<file path="config.mk">
export PLATFORM = sky130hd
export DESIGN_NAME = gate_model_bist
export DESIGN_NICKNAME = d
export VERILOG_FILES = /design/src/rtl/gate_model_bist.sv
export SDC_FILE = /design/constraint.sdc
export NUM_CORES = 1
export LEC_CHECK = 0
export CORE_MARGIN = 8
export CORE_UTILIZATION = 48
export DETAILED_ROUTE_END_ITERATION = 7
export PLACE_DENSITY = 0.82
export SLEW_MARGIN = 0
export SYNTH_ARGS = -nofsm -noshare
export SYNTH_HDL_FRONTEND = slang
export SYNTH_SLANG_ARGS = --single-unit
</file>
<file path="constraint.sdc">
create_clock -name clk -period 3.1 [get_ports clk]
set_clock_uncertainty 0.05 [all_clocks]
set_input_delay 0.775 -clock clk [delete_from_list [all_inputs] [get_ports clk]]
set_output_delay 0.775 -clock clk [all_outputs]
set_load 0.02 [all_outputs]
</file>
<file path="src/rtl/gate_model_bist.sv">
// Self-test harness for one combinational (optionally pipelined) gate model.
// A Galois LFSR drives pseudo-random patterns into the model. The responses
// are folded into a MISR signature. At the end of a run the signature is
// compared with the expected value captured at start.
module gate_model_bist #(
    parameter int               IN_W      = 10,
    parameter int               OUT_W     = 10,
    parameter logic [IN_W-1:0]  LFSR_POLY = 10'h240,
    parameter logic [IN_W-1:0]  LFSR_SEED = 10'h001,
    parameter logic [OUT_W-1:0] MISR_POLY = 10'h009,
    parameter int               DUT_LAT   = 0
) (
    input  logic             clk,
    input  logic             rst_n,
    input  logic             start,
    input  logic             abort,
    input  logic [15:0]      num_pat,
    input  logic [OUT_W-1:0] exp_sig,
    output logic [IN_W-1:0]  dut_in,
    input  logic [OUT_W-1:0] dut_out,
    output logic             busy,
    output logic             done,
    output logic             pass,
    output logic [OUT_W-1:0] signature,
    output logic [15:0]      pat_idx
);

    // An all-zero seed would lock the LFSR at zero, so it is replaced by 1.
    localparam logic [IN_W-1:0] SEED =
        (LFSR_SEED == '0) ? {{(IN_W-1){1'b0}}, 1'b1} : LFSR_SEED;

    typedef enum logic [1:0] {
        IDLE  = 2'd0,
        RUN   = 2'd1,
        FLUSH = 2'd2,
        DONE  = 2'd3
    } state_t;

    state_t           state_q, state_d;
    logic [IN_W-1:0]  lfsr_q, lfsr_d;
    logic [OUT_W-1:0] sig_q, sig_d;
    logic [15:0]      patIdx_q, patIdx_d;
    logic [15:0]      numPat_q, numPat_d;
    logic [OUT_W-1:0] expSig_q, expSig_d;
    logic [1:0]       flushCnt_q, flushCnt_d;

    logic [IN_W-1:0]  lfsrNext;
    logic [OUT_W-1:0] misrNext;
    logic [15:0]      patIdxInc;
    logic             runValid;
    logic             capValid;
    logic             abortHit;

    // Galois LFSR step, MISR step and pattern counter increment.
    always_comb begin
        lfsrNext  = lfsr_q[0] ? ((lfsr_q >> 1) ^ LFSR_POLY) : (lfsr_q >> 1);
        misrNext  = {sig_q[OUT_W-2:0], 1'b0}
                  ^ ({OUT_W{sig_q[OUT_W-1]}} & MISR_POLY)
                  ^ dut_out;
        patIdxInc = patIdx_q + 16'd1;
        abortHit  = abort && (state_q == RUN || state_q == FLUSH);
        runValid  = (state_q == RUN) && !abort;
    end

    // The valid bit of each applied pattern is delayed to line up with the
    // model's registered response; with no latency it is used directly.
    if (DUT_LAT == 0) begin : g_noPipe
        assign capValid = runValid;
    end else begin : g_pipe
        logic [DUT_LAT-1:0] pipe_q;

        // Capture-valid shift register, flushed on abort so no stale response is compacted later.
        always_ff @(posedge clk or negedge rst_n) begin
            if (!rst_n) begin
                pipe_q <= '0;
            end else if (abortHit) begin
                pipe_q <= '0;
            end else begin
                pipe_q <= (pipe_q << 1) | DUT_LAT'(runValid);
            end
        end

        assign capValid = pipe_q[DUT_LAT-1];
    end

    // State and datapath registers.
    always_ff @(posedge clk or negedge rst_n) begin
        if (!rst_n) begin
            state_q    <= IDLE;
            lfsr_q     <= SEED;
            sig_q      <= '0;
            patIdx_q   <= '0;
            numPat_q   <= '0;
            expSig_q   <= '0;
            flushCnt_q <= '0;
        end else begin
            state_q    <= state_d;
            lfsr_q     <= lfsr_d;
            sig_q      <= sig_d;
            patIdx_q   <= patIdx_d;
            numPat_q   <= numPat_d;
            expSig_q   <= expSig_d;
            flushCnt_q <= flushCnt_d;
        end
    end

    // Next-state logic: launch from IDLE/DONE, count patterns in RUN, drain the pipe in FLUSH.
    always_comb begin
        state_d    = state_q;
        lfsr_d     = lfsr_q;
        sig_d      = sig_q;
        patIdx_d   = patIdx_q;
        numPat_d   = numPat_q;
        expSig_d   = expSig_q;
        flushCnt_d = flushCnt_q;

        case (state_q)
            IDLE, DONE: begin
                if (start) begin
                    numPat_d = num_pat;
                    expSig_d = exp_sig;
                    lfsr_d   = SEED;
                    sig_d    = '0;
                    patIdx_d = '0;
                    state_d  = (num_pat == 16'd0) ? DONE : RUN;
                end
            end
            RUN: begin
                if (abort) begin
                    state_d = IDLE;
                end else begin
                    lfsr_d   = lfsrNext;
                    patIdx_d = patIdxInc;
                    if (patIdxInc == numPat_q) begin
                        state_d    = (DUT_LAT == 0) ? DONE : FLUSH;
                        flushCnt_d = '0;
                    end
                end
            end
            FLUSH: begin
                if (abort) begin
                    state_d = IDLE;
                end else if (flushCnt_q == 2'(DUT_LAT - 1)) begin
                    state_d = DONE;
                end else begin
                    flushCnt_d = flushCnt_q + 2'd1;
                end
            end
            default: begin
                state_d = IDLE;
            end
        endcase

        if (capValid && !abortHit) begin
            sig_d = misrNext;
        end
    end

    // Outputs are decoded from state so an asynchronous reset clears them at once.
    always_comb begin
        busy      = (state_q == RUN) || (state_q == FLUSH);
        done      = (state_q == DONE);
        pass      = (state_q == DONE) && (sig_q == expSig_q);
        dut_in    = (state_q == RUN) ? lfsr_q : '0;
        signature = sig_q;
        pat_idx   = patIdx_q;
    end

endmodule

</file>
==> metrics.md, run 1 <==
| Metric | Value |
|---|---|
| Clock Path Buffers | `2` |
| Drt wl/cell | `17.6 um` |
| Core ar. | `0.00765 mm2` |
| RD Place Congestion | `0.905` |
| Initial Util | `49.1%` |
| Outcome | `finished clean` |
| DIE HEIGHT | `104 um` |
| RSZ-0062 raised after global routing | `false` |
| Residual DRC count | `0` |
| Setup violators final | `0` |
| Post-CTS setup buffer count | `0` |
| Cell Area, Synth | `0.00376 mm2` |
| Worst-Skew Late Latency | `340 ps` |
| Via Count | `2985` |
| HPWL after DPL | `6920 um` |
| Period minus WS final | `2920 ps` |
| DR WL met3 | `523 um` |
| Total GRT Usage | `17.2%` |
| Syn Inst Count | `352` |
| Crit end category | `output port` |
| #FFs+latches synth | `66` |
| Wl on met1 | `3970 um` |
| WS Path Type | `flip-flop to output port` |
| Worst Path Required | `2270 ps` |
| Peak Freq | `342 MHz` |
| Vias in the first global route | `3108` |
| Pleak | `2.04 nW` |
| TNS Setup | `0 ps` |
| Number of max-cap violations | `0` |
| Area Overhead vs Synth | `28.2%` |
| CP max stage delay | `620 ps` |
| Area contributors post-synth | `dfrtp_1, mux2_2, xnor2_1, o21ai_0, xor2_1` |
| Post-synth top area share | `43.3%` |
| CP startpoint kind | `flip-flop` |
| Largest net degree at the start of global routing | `67` |
| Final core occ | `63.0%` |
| CP max FO | `15` |
| Layout cell share with drive strength beyond 1 | `16.5%` |
| Hold-fix buffers, CTS | `0` |
| H-tree Lvls | `3` |
| Rows | `32` |
| Max Slew Vio Count | `0` |
| Initial antenna violation count | `0` |
| Met2 routed WL | `4710 um` |
| Post-Syn Nets | `397` |
| TritonCTS Sinks | `66` |
| DR pass1 iterations | `4` |
| Post-layout nets | `471` |
| HP Class | `flip-flop to flip-flop` |
| DRT iter0 DRCs | `137` |
| Antenna viol nets, final | `0` |
| Die X | `104 um` |
| Antenna diodes | `0` |
| Synth Warn # | `0` |
| Worst Tran Pin Value | `827 ps` |
| Drt total wl | `9360 um` |
| Cells along the critical path | `inv_1 -> ha_1 -> and2_1 -> clkdlybuf4s50_1` |
| Synth Area per Inst | `10.7 um2` |
| CP max-delay cell | `clkdlybuf4s50_1` |
| Post-synth top flop | `dfrtp_1` |
| I/O Pins | `79` |
| Asr flop ratio synth | `100%` |
| IR drop worst, VDD | `0.461 mV` |
| DR top layer | `met4` |
| Pwr/cell area | `876 mW/mm2` |
| CTS tree | `built` |
| Clock transition at path regs | `80 ps` |
| Clk root buf | `clkbuf_8` |
| Final Hold Viols | `0` |
| Post-synthesis sequential area ratio | `44.0%` |
| Crit path arrival time | `2100 ps` |
| Vias per cell | `5.60` |
| Slew margin rel. | `44.9%` |
| Total grt overflow | `0` |
| First-pass GRT wire length | `15200 um` |
| Final worst path period share | `94.2%` |
| Total die area | `0.0109 mm2` |
| CTS Buf Count | `9` |
| Synth unique cells | `50` |
| Synth area leader | `dfrtp_1` |
| EDFF count, synth | `0` |
| IO buf count | `78` |
| CTS resizes | `0` |
[logic make-up after synthesis]
| family | count (synthesis) | synth area share [%] |
|---|---|---|
| fa+ha+maj | 5 | 1.66 |
| flops | 66 | 44.0 |
| buf+inv | 33 | 4.53 |
| simple gates | 92 | 14.7 |
| xor+xnor | 45 | 10.5 |
| mux | 40 | 11.9 |
| compound gates | 71 | 12.7 |
[final timing paths]
path / startpoint / endpoint / slack (ps) / depth (start not counted)
worst max-delay path: state_q[1] / dut_in[4] / 180 / 4
worst min-delay path: lfsr_q[0] / lfsr_q[0] / 430 / 2
worst max register to register: pat_idx[1] / state_q[0] / 490 / 7
worst min register to register: lfsr_q[0] / lfsr_q[0] / 430 / 2
max in group asynchronous: rst_n / signature[1] / 1890 / 2
min in group asynchronous: rst_n / pat_idx[9] / 560 / 2
[sequential cells by signal, indices dropped and copies added (netlist names)]
| signal | count |
|---|---|
| numPat_q | 16 |
| pat_idx | 16 |
| expSig_q | 10 |
| lfsr_q | 10 |
| signature | 10 |
| flushCnt_q | 2 |
| state_q | 2 |
[power breakdown]
group / internal (mW) / switching [mW]
sequential: 1.17 / 0.302
clock: 0.476 / 0.330
combinational: 0.998 / 0.940
total: 2.65 / 1.57
[per-layer routing]
layer / global-route usage [%] / vias up
li1: - / 1408
met1: 20.4 / 1479
met2: 28.0 / 85
met3: 5.70 / 13
met4: 7.24 / 0
met5: 0 / -
[synth_stat cells (8+ instances only)]
master and instances:
dfrtp_1 65, mux2_2 36, xnor2_1 30, o21ai_0 28, nor2_1 18, nand2_1 17
xor2_1 15, a22o_1 12, and2_1 11, buf_4 11, clkbuf_1 10, inv_1 8
[worst max-delay path: cells and delay by family, from the launching register on]
family | cells | cell delay, ps
flip-flops | 1 | 440
adder cells (fa/ha/maj) | 1 | 400
buffers and inverters | 2 | 700
AND/OR/NAND/NOR | 1 | 220
[through the flow]
stage	hold slack [ps]	area (um2)	worst slack, ps	total power [mW]	cells
after floorplan	392	3760	622	2.81	352
after global placement	415	4600	528	3.34	517
after detailed placement	419	4600	501	3.42	517
after CTS	431	4820	127	4.24	533
after global routing	457	4820	41.9	4.48	533
final	434	4820	180	4.22	533
[cell type report]
class / instances / area [um2]
fillers: 581 / 2830
clock buffers: 12 / 145
multi-input cells: 253 / 1940
clock inverters: 4 / 75.1
flip-flops and latches: 66 / 1650
repair buffers: 88 / 851
inverters: 8 / 30.0
well taps: 102 / 128
[cells in the final DEF (no fill, tap or decap), drive strengths merged, types with 3 or more instances in the layout]
cell type and count:
clkdlybuf4s50 77, dfrtp 65, mux2 36, xnor2 30, o21ai 28, nor2 18
nand2 17, xor2 15, a22o 12, clkbuf 12, and2 11, buf 11
nand4 10, inv 8, nand3 7, nor3 6, a21oi 6, a31oi 6
ha 5, nor4 5, o22ai 4, mux2i 4, and3 4, nor2b 3
o31ai 3
Power figures use the tool's default switching activity.
==> run 2: changes to the inputs <==
--- a/config.mk
+++ b/config.mk
@@ -5,6 +5,7 @@
 export SDC_FILE = /design/constraint.sdc
 export NUM_CORES = 1
 export LEC_CHECK = 0
+export ABC_CLOCK_PERIOD_IN_PS = 3100
 export CORE_MARGIN = 8
 export CORE_UTILIZATION = 48
 export DETAILED_ROUTE_END_ITERATION = 7
==> constraint.sdc (replaced) <==
create_clock -name clk -period 3.1 [get_ports clk]
set_clock_uncertainty 0.05 [all_clocks]
set_input_delay 0.62 -clock clk [delete_from_list [all_inputs] [get_ports clk]]
set_output_delay 0.62 -clock clk [all_outputs]
set_load 0.02 [all_outputs]
==> metrics.md, run 2 (same netlist as run 1, synthesis figures left out) <==
| Metric | Value |
|---|---|
| CP max FO | `15` |
| Peak Freq | `358 MHz` |
| Worst Tran Pin Value | `835 ps` |
| CP max-delay cell | `clkdlybuf4s50_1` |
| Post-layout nets | `469` |
| Clock Path Buffers | `2` |
| Top delay family on crit path | `buffers and inverters` |
| DIE HEIGHT | `104 um` |
| Drt total wl | `9640 um` |
| Placed instance count | `515` |
| R2R Setup Slk | `390 ps` |
| Number of max-cap violations | `0` |
| HPWL after DPL | `6940 um` |
| Die X | `104 um` |
| Final Hold Viols | `0` |
| Pre-CTS setup slack | `513 ps` |
| Vias per cell | `5.72` |
| Post-route setup slack | `303 ps` |
| Total die area | `0.0109 mm2` |
| Area of the multi-input gates | `0.00194 mm2` |
| TNS Setup | `0 ps` |
| Antenna diodes | `0` |
| Post-route insts no fill | `531` |
| Via Count | `3035` |
| TritonCTS Sinks | `66` |
| Pleak | `2.04 nW` |
| Cells along the critical path | `inv_1 -> ha_1 -> and2_1 -> clkdlybuf4s50_1` |
| DRT iter0 DRCs | `186` |
| Slew margin rel. | `44.3%` |
| Most frequent cells in the layout | `clkdlybuf4s50_1, dfrtp_1, mux2_2, xnor2_1, o21ai_0` |
| Clk root buf | `clkbuf_8` |
| First-pass GRT wire length | `16400 um` |
| WS Path Type | `flip-flop to output port` |
| H-tree Lvls | `3` |
| CP max stage delay | `610 ps` |
| Setup violators final | `0` |
| Storage element area | `0.00165 mm2` |
| CTS Buf Count | `9` |
| CP bufs+invs | `2` |
| Largest net degree at the start of global routing | `38` |
| Pwr/cell area | `879 mW/mm2` |
| Initial Util | `49.1%` |
| RR Startpoint | `pat_idx[1]` |
| Reg-to-Reg End | `flushCnt_q[0]` |
| Core ar. | `0.00765 mm2` |
| CTS tree | `built` |
| Number of fill cells | `598` |
| Cell Int Power | `2.62 mW` |
| Antenna viol nets, final | `0` |
| Max Slew Vio Count | `0` |
| DR pass1 iterations | `6` |
| Logic pwr share | `46.3%` |
| Total GRT Usage | `18.4%` |
| Final worst path period share | `90.2%` |
| Net Sw Frac | `38.1%` |
| RD Place Congestion | `0.923` |
| Crit path arrival time | `2130 ps` |
| Rows | `32` |
| Area Overhead vs Synth | `28.0%` |
| Crit end category | `output port` |
| Post-CTS setup buffer count | `0` |
| Hold-fix buffers, CTS | `0` |
| HP Class | `input port to async pin` |
| Sequential share of power | `34.8%` |
| I/O Pins | `79` |
| Vias in the first global route | `3325` |
| Outcome | `finished clean` |
| Worst Path Required | `2430 ps` |
| Commonest non-fill, non-tap cell in the layout | `clkdlybuf4s50_1` |
| Power share of the clock group | `18.9%` |
| Clock transition at path regs | `80 ps` |
| Initial antenna violation count | `0` |
| IR drop worst, VDD | `0.575 mV` |
| Fin Hold WS | `258 ps` |
| Total grt overflow | `0` |
| Drt wl/cell | `18.2 um` |
| FF-to-FF path depth | `7` |
| IO buf count | `78` |
| Period minus WS final | `2800 ps` |
| RSZ-0062 raised after global routing | `false` |
| Residual DRC count | `0` |
| CTS resizes | `0` |
| Layout cell share with drive strength beyond 1 | `16.6%` |
| Final core occ | `62.9%` |
| Worst-Skew Late Latency | `340 ps` |
| CP startpoint kind | `flip-flop` |
| Psw | `1.61 mW` |
==> run 2: cell type report <==
class                   instances  share of cell area [%]
multi-input cells             253                    40.2
flip-flops and latches         66                    34.3
repair buffers                 86                    17.6
well taps                     102                    2.65
clock buffers                   9                    2.57
clock inverters                 7                    1.95
inverters                       8                   0.624
==> run 2: how the worst max path moves through the flow <==
stage,startpoint,end,slack [ps],cells past startpoint
after floorplan,pat_idx[1],flushCnt_q[0],620,7
after global placement,pat_idx[1],state_q[1],630,7
after detailed placement,pat_idx[1],flushCnt_q[1],510,7
after CTS,state_q[1],dut_in[2],290,4
after global routing,pat_idx[1],state_q[0],140,7
final,state_q[1],dut_in[0],300,4
==> run 2: routing by layer <==
| layer | part of all wire [%] | routed length (um) | global-route usage (%) |
|---|---|---|---|
| met1 | 41 | 3940 | 21.1 |
| met2 | 49 | 4750 | 30.7 |
| met3 | 6.8 | 656 | 4.71 |
| met4 | 3.1 | 296 | 9.51 |
| met5 | 0 | 0 | 0 |
==> run 2: power by group through the flow <==
stage	combinational [mW]	sequential, mW	clock (mW)
after floorplan	1.35	1.46	0
after global placement	1.87	1.47	0
after detailed placement	1.93	1.48	0
after CTS	1.97	1.47	0.805
after global routing	2.13	1.51	0.844
final	1.96	1.47	0.799
==> run 2: stage by stage <==
stage                     power (mW)  area, um2
after global routing            4.48       4810
after detailed placement        3.41       4590
after global placement          3.34       4590
after floorplan                 2.81       3760
final                           4.23       4810
after CTS                       4.24       4810
